**config.mk**
```make
export PLATFORM = sky130hd
export DESIGN_NAME = cic_varrate_flat
export DESIGN_NICKNAME = d
export VERILOG_FILES = /design/src/rtl/cic_varrate_if.sv /design/src/rtl/cic_varrate.sv /design/src/flat_wrapper.sv
export SDC_FILE = /design/constraint.sdc
export NUM_CORES = 1
export LEC_CHECK = 0
export ABC_AREA = 1
export CAP_MARGIN = 20
export CORE_AREA = 2 2 332 235
export DETAILED_ROUTE_END_ITERATION = 16
export DIE_AREA = 0 0 334 237
export PLACE_DENSITY = 0.62
export RECOVER_POWER = 100
export SKIP_CTS_REPAIR_TIMING = 1
export SYNTH_ARGS = -nofsm -noshare
export SYNTH_HDL_FRONTEND = slang
export SYNTH_SLANG_ARGS = --single-unit
export TNS_END_PERCENT = 5
```
**constraint.sdc**
```tcl
create_clock -name clock -period 8.1 [get_ports clock]
set_input_delay 1.62 -clock clock [delete_from_list [all_inputs] [get_ports clock]]
set_output_delay 1.62 -clock clock [all_outputs]
set_load 0.005 [all_outputs]
```
**src/rtl/cic_varrate_if.sv**
```systemverilog
`default_nettype none
// ============================================================================
// Module      : cic_varrate_if
// Description : Sample-stream bundle for the rate-selectable CIC decimator:
//               strobed input samples, rate request, strobed output samples
//               and the rate currently in effect.
// Revision    : 1.0  initial release
// ============================================================================
interface cic_varrate_if #(
  parameter int IN_WIDTH   = 18,
  parameter int OUT_WIDTH  = 20,
  parameter int RATE_WIDTH = 3
);
  logic                         in_strobe;
  logic signed [IN_WIDTH-1:0]   in_data;
  logic [RATE_WIDTH-1:0]        rate_log2;
  logic                         out_strobe;
  logic signed [OUT_WIDTH-1:0]  out_data;
  logic [RATE_WIDTH-1:0]        active_rate_log2;

  // Sample source / sink side
  modport master (
    output in_strobe, in_data, rate_log2,
    input  out_strobe, out_data, active_rate_log2
  );

  // Decimator side
  modport slave (
    input  in_strobe, in_data, rate_log2,
    output out_strobe, out_data, active_rate_log2
  );
endinterface
`default_nettype wire

```
**src/rtl/cic_varrate.sv**
```systemverilog
`default_nettype none
// ============================================================================
// Module      : cic_varrate
// Description : Run-time rate-selectable CIC decimator (R = 2^rate_log2).
//               Pipelined integrators, counter-driven decimation strobe,
//               single-cycle comb chain, then gain normalisation with
//               round-half-up and saturation to OUT_WIDTH.
// Revision    : 1.0  initial release
// ============================================================================
module cic_varrate #(
  parameter  int STAGES        = 3,
  parameter  int IN_WIDTH      = 18,
  parameter  int OUT_WIDTH     = 20,
  parameter  int MAX_RATE_LOG2 = 6,
  localparam int ACC_WIDTH     = IN_WIDTH + STAGES * MAX_RATE_LOG2,
  localparam int RATE_WIDTH    = $clog2(MAX_RATE_LOG2 + 1)
) (
  input  logic           clock,
  input  logic           reset,
  cic_varrate_if.slave   bus
);

  localparam int GAIN_BITS = OUT_WIDTH - IN_WIDTH;
  // Headroom for the rounding add and the optional left shift
  localparam int EXT_WIDTH = ACC_WIDTH + 2 + GAIN_BITS;
  localparam int CNT_WIDTH = MAX_RATE_LOG2;
  localparam logic [RATE_WIDTH-1:0]       C_RATE_MAX = RATE_WIDTH'(MAX_RATE_LOG2);
  localparam logic signed [EXT_WIDTH-1:0] C_ONE      = EXT_WIDTH'(1);
  localparam logic signed [EXT_WIDTH-1:0] C_OUT_MAX  =
    EXT_WIDTH'((longint'(1) << (OUT_WIDTH - 1)) - 1);
  localparam logic signed [EXT_WIDTH-1:0] C_OUT_MIN  = ~C_OUT_MAX;

  logic [RATE_WIDTH-1:0]        w_rate_clamped;
  logic                         w_restart;
  logic [RATE_WIDTH-1:0]        r_active;
  logic [CNT_WIDTH-1:0]         r_cnt;
  logic [CNT_WIDTH:0]           w_r_len;
  logic                         w_cnt_last;
  logic                         r_dec;
  logic [ACC_WIDTH-1:0]         w_ext_in;
  logic [ACC_WIDTH-1:0]         r_integ [STAGES];
  logic [ACC_WIDTH-1:0]         r_delay [STAGES];
  logic [ACC_WIDTH-1:0]         w_comb  [STAGES+1];
  logic [ACC_WIDTH-1:0]         r_comb_out;
  logic                         r_comb_vld;
  int                           w_shift;
  logic signed [EXT_WIDTH-1:0]  w_ext;
  logic signed [EXT_WIDTH-1:0]  w_scaled;
  logic [OUT_WIDTH-1:0]         w_sat;
  logic                         r_out_strobe;
  logic [OUT_WIDTH-1:0]         r_out_data;

  // Clamp the requested rate into 1..MAX_RATE_LOG2
  always_comb begin
    w_rate_clamped = bus.rate_log2;
    if (bus.rate_log2 == '0) begin
      w_rate_clamped = RATE_WIDTH'(1);
    end else if (bus.rate_log2 > C_RATE_MAX) begin
      w_rate_clamped = C_RATE_MAX;
    end
  end

  assign w_restart  = (w_rate_clamped != r_active);
  assign w_r_len    = (CNT_WIDTH+1)'(1) << r_active;
  assign w_cnt_last = ({1'b0, r_cnt} == (w_r_len - (CNT_WIDTH+1)'(1)));
  assign w_ext_in   = {{(ACC_WIDTH-IN_WIDTH){bus.in_data[IN_WIDTH-1]}}, bus.in_data};

  // Integrators, frame counter, decimation strobe and rate capture
  always_ff @(posedge clock) begin
    if (reset || w_restart) begin
      for (int k = 0; k < STAGES; k++) r_integ[k] <= '0;
      r_cnt    <= '0;
      r_dec    <= 1'b0;
      r_active <= w_rate_clamped;
    end else begin
      r_dec <= 1'b0;
      if (bus.in_strobe) begin
        r_integ[0] <= r_integ[0] + w_ext_in;
        for (int k = 1; k < STAGES; k++) r_integ[k] <= r_integ[k] + r_integ[k-1];
        if (w_cnt_last) begin
          r_cnt <= '0;
          r_dec <= 1'b1;
        end else begin
          r_cnt <= r_cnt + CNT_WIDTH'(1);
        end
      end
    end
  end

  // Comb differences evaluated as one combinational chain per decimated sample
  assign w_comb[0] = r_integ[STAGES-1];
  for (genvar k = 0; k < STAGES; k++) begin : g_comb
    assign w_comb[k+1] = w_comb[k] - r_delay[k];
  end

  // Comb history and comb result register, updated on the decimation strobe
  always_ff @(posedge clock) begin
    if (reset || w_restart) begin
      for (int k = 0; k < STAGES; k++) r_delay[k] <= '0;
      r_comb_out <= '0;
      r_comb_vld <= 1'b0;
    end else begin
      r_comb_vld <= r_dec;
      if (r_dec) begin
        for (int k = 0; k < STAGES; k++) r_delay[k] <= w_comb[k];
        r_comb_out <= w_comb[STAGES];
      end
    end
  end

  // Gain normalisation: positive shift rounds half up, otherwise zero-fill left shift
  assign w_shift = STAGES * int'(r_active) - GAIN_BITS;

  always_comb begin
    w_ext    = {{(EXT_WIDTH-ACC_WIDTH){r_comb_out[ACC_WIDTH-1]}}, r_comb_out};
    w_scaled = w_ext;
    if (w_shift > 0) begin
      w_scaled = (w_ext + (C_ONE <<< (w_shift - 1))) >>> w_shift;
    end else if (w_shift < 0) begin
      w_scaled = w_ext <<< (-w_shift);
    end
    if (w_scaled > C_OUT_MAX) begin
      w_sat = C_OUT_MAX[OUT_WIDTH-1:0];
    end else if (w_scaled < C_OUT_MIN) begin
      w_sat = C_OUT_MIN[OUT_WIDTH-1:0];
    end else begin
      w_sat = w_scaled[OUT_WIDTH-1:0];
    end
  end

  // Output register: data held between strobes, in-flight result dropped on restart
  always_ff @(posedge clock) begin
    if (reset) begin
      r_out_strobe <= 1'b0;
      r_out_data   <= '0;
    end else if (w_restart) begin
      r_out_strobe <= 1'b0;
    end else begin
      r_out_strobe <= r_comb_vld;
      if (r_comb_vld) r_out_data <= w_sat;
    end
  end

  assign bus.out_strobe       = r_out_strobe;
  assign bus.out_data         = r_out_data;
  assign bus.active_rate_log2 = r_active;

endmodule
`default_nettype wire
```
**src/flat_wrapper.sv**
```systemverilog
// flat-port wrapper written by rule: the top's interface ports become plain ports
module cic_varrate_flat 
#(
  parameter  int STAGES        = 3,
  parameter  int IN_WIDTH      = 18,
  parameter  int OUT_WIDTH     = 20,
  parameter  int MAX_RATE_LOG2 = 6,
  localparam int ACC_WIDTH     = IN_WIDTH + STAGES * MAX_RATE_LOG2,
  localparam int RATE_WIDTH    = $clog2(MAX_RATE_LOG2 + 1)
)
  (clock, reset, bus_in_strobe, bus_in_data, bus_rate_log2, bus_out_strobe, bus_out_data, bus_active_rate_log2);
  cic_varrate_if #(.IN_WIDTH(IN_WIDTH), .OUT_WIDTH(OUT_WIDTH)) bus_i ();
  input  logic clock;
  input  logic reset;
  input wire logic [$bits(bus_i.in_strobe)-1:0] bus_in_strobe;
  input wire logic [$bits(bus_i.in_data)-1:0] bus_in_data;
  input wire logic [$bits(bus_i.rate_log2)-1:0] bus_rate_log2;
  output wire logic [$bits(bus_i.out_strobe)-1:0] bus_out_strobe;
  output wire logic [$bits(bus_i.out_data)-1:0] bus_out_data;
  output wire logic [$bits(bus_i.active_rate_log2)-1:0] bus_active_rate_log2;
  assign bus_i.in_strobe = bus_in_strobe;
  assign bus_i.in_data = bus_in_data;
  assign bus_i.rate_log2 = bus_rate_log2;
  assign bus_out_strobe = bus_i.out_strobe;
  assign bus_out_data = bus_i.out_data;
  assign bus_active_rate_log2 = bus_i.active_rate_log2;
  cic_varrate #(.STAGES(STAGES), .IN_WIDTH(IN_WIDTH), .OUT_WIDTH(OUT_WIDTH), .MAX_RATE_LOG2(MAX_RATE_LOG2)) u_core (.clock(clock), .reset(reset), .bus(bus_i));
endmodule
```
# Word-level counts from Yosys, hierarchy flattened

Memory sizes are Yosys's and may differ from the RTL's.
Cells that the tools add are included.

Word-level logic and storage cells: 68
RAM bits: 216
ROM bits: 0
Latch bits: 0
Register bits after elaboration: 68
Memories: 2
Output and inout port bits: 24

Memory list:

| memory         | depth | width | rd ports | clocked after Yosys merged registers in | wr ports | line              | text |
|---|---|---|---|---|---|---|---|
| u_core.r_delay | 3     | 36    | 3        | 0                                       | 3        | cic_varrate.sv:42 | `logic [ACC_WIDTH-1:0] r_delay [STAGES];` |
| u_core.r_integ | 3     | 36    | 3        | 0                                       | 3        | cic_varrate.sv:41 | `logic [ACC_WIDTH-1:0] r_integ [STAGES];` |

Multipliers: 1
Multiplexer cells: 22
Div/mod/pow operators: 0
Order comparisons: 5
Reduce and logical (&&, ||, !) cells: 5
Add/subtract/negate cells: 12
Equal/unequal tests: 2
Shift operators: 4
Bitwise operators: 8

Operators by type and width:

| kind                                                             | count |
|---|---|
| 2-to-1 mux 36 bit                                                | 6 |
| adder 36 bit                                                     | 3 |
| subtractor 36 bit                                                | 3 |
| 2-to-1 mux 40 bit                                                | 2 |
| adder 36 x 40 -> 40 bit                                          | 1 |
| greater-than comparator 40 x 20 -> 1 bit (second input constant) | 1 |
| < comparator 40 x 20 -> 1 bit (second input constant)            | 1 |
| 2-to-1 mux 20 bit                                                | 2 |
| <<< shifter 2 x 32 -> 40 bit (first input constant)              | 1 |
| <<< shifter 36 x 32 -> 40 bit                                    | 1 |
| >>> shifter 40 x 32 -> 40 bit                                    | 1 |
| greater-than comparator 32 x 1 -> 1 bit (second input constant)  | 1 |
| < comparator 32 x 1 -> 1 bit (second input constant)             | 1 |
| negation 32 bit                                                  | 1 |
| subtractor 32 x 2 -> 32 bit (second input constant)              | 1 |
| subtractor 32 x 3 -> 32 bit (second input constant)              | 1 |
| 2-to-1 mux 1 bit                                                 | 9 |
| equality test 6 x 7 -> 1 bit                                     | 1 |
| << shifter 1 x 3 -> 7 bit (first input constant)                 | 1 |
| subtractor 7 x 1 -> 7 bit (second input constant)                | 1 |
| adder 6 x 1 -> 6 bit (second input constant)                     | 1 |
| 2-to-1 mux 3 bit                                                 | 2 |
| 2-to-1 mux 6 bit                                                 | 1 |
| bitwise OR 1 bit                                                 | 6 |
| 8 further kinds                                                  | 10 |

# Longest topological paths before layout

Depth in word-level cells: 10
Depth in mapped cells: 58
Depth with buffers taken out: 51

# Worst setup path after synthesis

Ideal clock, no wire load.

Path kind: register to register
Start point: register u_core.r_active[0], in the netlist u_core.bus.active_rate_log2[0]
End point: register u_core.r_out_data[10], in the netlist u_core.bus.out_data[10]
Library setup time: 122 ps
Slack: 171 ps
Cell stages (with the launch flop): 54
Required time: 7978 ps
Arrival: 7807 ps
Clock period less this slack: 7929 ps
Cell sequence: edfxtp_1 -> clkbuf_1 -> inv_2 -> buf_2 -> buf_2 -> clkbuf_1 -> clkbuf_1 -> ha_1 -> inv_2 -> clkbuf_1 -> buf_1 -> clkbuf_1 -> ha_1 -> nand2_1 -> nand2_2 -> buf_6 -> nand2_1 -> nor2_2 -> [... 18 more ...] -> nand3_1 -> buf_6 -> buf_6 -> nand3_1 -> nand3_1 -> nand3_1 -> nand3_1 -> nand2_1 -> nand2_1 -> nand3_1 -> nand2_1 -> nor2_1 -> nand2_1 -> nor2_1 -> nand3_1 -> a21oi_4 -> buf_6 -> a21oi_2

Word-level cells in the longest chain between the ends: 10
Elaborated cells between the ends (all ways): 19
Those cells by class: add/sub: 4; mul: 1; order compare: 4; eq/ne: 1; shift: 3; mux: 4; bitwise: 1; reduce/logical: 1

RTL lines:

| item                          | line               | text |
|---|---|---|
| start: declaration            | cic_varrate.sv:35  | `logic [RATE_WIDTH-1:0] r_active;` |
| start signal: assignment      | cic_varrate.sv:74  | `r_active <= w_rate_clamped;` |
| multiplier 2 x 3 -> 5 bit     | cic_varrate.sv:112 | `assign w_shift = STAGES * int'(r_active) - GAIN_BITS;` |
| subtractor 32 x 3 -> 32 bit   | cic_varrate.sv:112 |  |
| subtractor 32 x 2 -> 32 bit   | cic_varrate.sv:118 | `w_scaled = (w_ext + (C_ONE <<< (w_shift - 1))) >>> w_shift;` |
| <<< shifter 2 x 32 -> 40 bit  | cic_varrate.sv:118 |  |
| adder 36 x 40 -> 40 bit       | cic_varrate.sv:118 |  |
| >>> shifter 40 x 32 -> 40 bit | cic_varrate.sv:118 |  |
| 2-to-1 mux 40 bit             | cic_varrate.sv:117 | `if (w_shift > 0) begin` |
| < comparator 40 x 20 -> 1 bit | cic_varrate.sv:124 | `end else if (w_scaled < C_OUT_MIN) begin` |
| 2-to-1 mux 20 bit             | cic_varrate.sv:124 |  |
| 2-to-1 mux 20 bit             | cic_varrate.sv:122 | `if (w_scaled > C_OUT_MAX) begin` |
| end signal: assignment        | cic_varrate.sv:140 | `if (r_comb_vld) r_out_data <= w_sat;` |
| end: declaration              | cic_varrate.sv:51  | `logic [OUT_WIDTH-1:0] r_out_data;` |

Several ways; a longest one is shown, not always the timed one.
A chain may end at the register's enable or synchronous reset.

==> summary.txt <==
Worst setup path
  – Worst setup EP type: flop
  – Critical Path RT: 8.50 ns
  – R2R Setup Slk: 0.54 ns
  – Worst path most repeated cell: nand2_1
  – Reg-to-Reg Start: u_core.r_integ[0][72]
  – Kind of critical path: flop to flop
  – Critical Path Fanout Max: 5
  – Critical path arrival: 7.96 ns
  – Reg2reg end: u_core.r_comb_out[35]
  – Peak per-stage delay on the critical path: 0.56 ns
  – Critical path launch point type: flop
  – CP max stage cell: nor4_2
  – Setup crit start: u_core.r_integ[0][72]
  – R2R depth: 48

Finish
  – Share of layout cells above drive strength 1: 3.95%
  – Diode count: 0
  – Post-Layout Cell Count: 5611
  – Finished Cell Area: 32700 um^2
  – # nets final: 4878
  – FILL cells: 8117
  – Area Overhead vs Synth: 8.32%

Synthesis
  – Synth Instances: 4592
  – Yosys reg bits: 284
  – Post-synth top area share: 21.8%
  – Yosys warns: 0
  – Post-synth top area cell: edfxtp_1
  – Seq/Total Area, Yosys: 26.1%
  – Number of synthesized flops with an enable pin: 219
  – Mapped Avg Cell Area: 6.58 um^2
  – Yosys cell types: 64
  – Top post-synthesis cells by area: edfxtp_1 (22%), nand2_1 (14%), ha_1 (11%), nand3_1 (10%), inv_1 (7.3%)
  – Mapped Area: 30200 um^2
  – Most common cell in the netlist: nand2_1
  – Prevailing post-synth register cell: edfxtp_1
  – Top post-synthesis cells by count: nand2_1 (1099), nand3_1 (633), inv_1 (589), a21oi_1 (415), nor2_1 (392)
  – FFs w/ async S/R, synth: 0%

Worst hold path
  – WHS Path Cells: 2
  – Hold crit path type: flop to flop
  – HP Start: u_core.bus.out_data[19]
  – Hold Path End: u_core.bus.out_data[19]

Timing
  – Slew margin rel.: -88.3%
  – Tcrit/Tclk final: 93.3%
  – Fin worst setup slack: 0.541 ns
  – F_max: 132 MHz
  – Slew Viols, Final: 277
  – TNS Setup: 0 ns
  – Endpoints failing setup: 0
  – Final Skew: 0.0285 ns
  – Tmin final: 7.56 ns
  – Hold_ws: 0.460 ns
  – Final Hold Fails: 0
  – Worst-Margin Slew: 2.83 ns

Die
  – Die W: 334 um
  – Die height: 237 um
  – FP Rows: 85
  – Core area: 76100 um^2
  – Die ar.: 79200 um^2
  – Ports: 48
  – Initial Util: 39.7%

Pwr
  – Psw: 4.21 mW
  – Comb pwr share: 61.4%
  – Max VDD drop: 0.157 mV
  – Clock share of power: 18.9%
  – Seq pwr share: 19.8%
  – Internal power: 4.18 mW
  – LEAKAGE: 15.5 nW
  – Switching Fraction: 50.2%
  – Pwr Density: 256 nW/um^2

Detailed routing
  – Total vias in the final route: 31100
  – Wire per inst: 19.0 um
  – Pre-antenna DRT Iters: 9
  – Post-Route WL: 106 mm
  – DRT iter0 DRCs: 3975
  – Vias/cell: 5.54
  – Post-route ant nets: 0
  – Drt drc: 0

Place
  – Area after DPL: 31600 um^2
  – Final Wtd Congestion: 1.02
  – I/O Buffers: 47
  – Placed Cells: 5545
  – Pre-CTS setup slack: 0.396 ns
  – Final HPWL from detailed placement: 83.4 mm

Clocking
  – Clk slew on worst S/H paths: 0.06 ns
  – Clk Latency, worst-skew pair: 0.57 ns
  – Sink Count: 284
  – Root Buffer: clkbuf_16
  – CTS Buffer Depth: 3
  – H-tree levels: 2
  – Num CTS Buffers: 36
  – CTS tree: yes

Global routing
  – Initial antenna violation count: 0
  – Largest net degree at the start of global routing: 88
  – Grt ovf: 0
  – Total global-route track usage: 26.4%
  – Vias in the first global route: 27500
  – First-pass GRT wire length: 164 mm

Outcome
  – Outcome: finished, violations left
  – Failing checks: capacitance limit, slew limit

Run
  – Max-Cap Viols: 7
## registers in the layout (all words and copies together), names as in the netlist
register                     flops
u_core.r_delay                 108
u_core.r_integ                 108
u_core.r_comb_out               36
u_core.bus.out_data             20
u_core.r_cnt                     6
u_core.bus.active_rate_log2      3
u_core.bus.out_strobe            1
u_core.r_comb_vld                1
u_core.r_dec                     1
## layer usage
metal  global-route usage (%)  vias to the layer above  part of all wire, %
met2                     31.2                     1334                   34
li1                         -                    15500                    -
met1                     42.7                    14100                   51
met5                     1.09                        -                 0.12
met4                     5.51                        2                  1.9
met3                     9.89                      128                   13
## critical path: cells and delay by family (launching register included)
| kind | cells | cell delay [ns] |
|---|---|---|
| AOI/OAI and AO/OA | 6 | 0.97 |
| and+or+nand+nor | 29 | 3.80 |
| buffers and inverters | 6 | 0.45 |
| DFF | 1 | 0.39 |
| adders and majority gates | 4 | 1.22 |
| xor gates and xnor gates | 3 | 0.54 |
## how the worst max path moves through the flow
stage / to / slack [ns] / cells after the start
2_1_floorplan: u_core.bus.out_data[10] / 0.17 / 53
3_3_place_gp: u_core.r_comb_out[35] / 0.43 / 31
3_5_place_dp: u_core.r_comb_out[35] / 0.40 / 31
4_1_cts: u_core.r_comb_out[35] / 0.35 / 31
5_1_grt: u_core.r_comb_out[35] / -0.06 / 48
6_report: u_core.r_comb_out[35] / 0.54 / 48
## area by class of cell
type	count	area (um^2)	area share, %
timing repair buffer	97	806	2.46
tap	1000	1250	3.83
clock inverter	21	140	0.428
inverter	605	2280	6.98
multi-input combinational	3559	19400	59.2
sequential	284	7880	24.1
clock buffer	45	997	3.05
## through the flow
step,power (mW),utilization [%]
detailed placement,6.66,41.5
global route,9.10,43.0
global placement,6.66,41.5
finish,8.39,43.0
floorplan,5.45,-
CTS,8.28,43.0
## power by group through the flow
stage | Combinational (mW) | Sequential, mW | Clock, mW
final | 5.15 | 1.66 | 1.58
after global routing | 5.75 | 1.66 | 1.68
after CTS | 5.00 | 1.66 | 1.62
after detailed placement | 4.98 | 1.69 | 0
after global placement | 4.97 | 1.69 | 0
after floorplan | 3.77 | 1.68 | 0
## layout by cell type (no fill, tap or decap), types with 9 or more instances in the layout
master,Yosys,final
o21a_1,42,42
nor2_1,392,390
a31oi_1,26,26
inv_1,589,589
o22ai_1,10,10
a21oi_2,11,11
nand3_2,9,9
edfxtp_1,219,219
a21o_1,9,9
clkbuf_16,0,38
fa_1,9,9
nand2_2,19,19
nor2_2,9,10
nand2_1,1099,1098
clkinv_1,4,12
a21oi_1,415,415
xor2_1,70,70
dlygate4sd3_1,0,24
ha_1,262,262
o211ai_1,17,17
o21bai_1,13,13
o21ai_1,10,13
dfxtp_1,65,65
nand4_1,74,74
o21ai_0,251,247
clkdlybuf4s50_1,0,23
a211oi_1,12,12
nor3_1,23,23
xnor2_1,46,46
clkbuf_1,71,15
buf_4,6,39
nand3b_1,9,9
nand3_1,633,633
## cell families (layout without fill, tap and decap cells)
kind of cell | count (synthesis) | after routing | share of synthesized area [%]
AOI/OAI and AO/OA | 864 | 864 | 16.0
xor gates and xnor gates | 116 | 116 | 3.36
adders and majority gates | 271 | 271 | 11.5
buffers and inverters | 755 | 768 | 10.0
DFF | 284 | 284 | 26.1
other | 1 | 7 | 0.0124
and+or+nand+nor | 2301 | 2301 | 33.0
No activity file was read; power rests on OpenSTA's default activity.
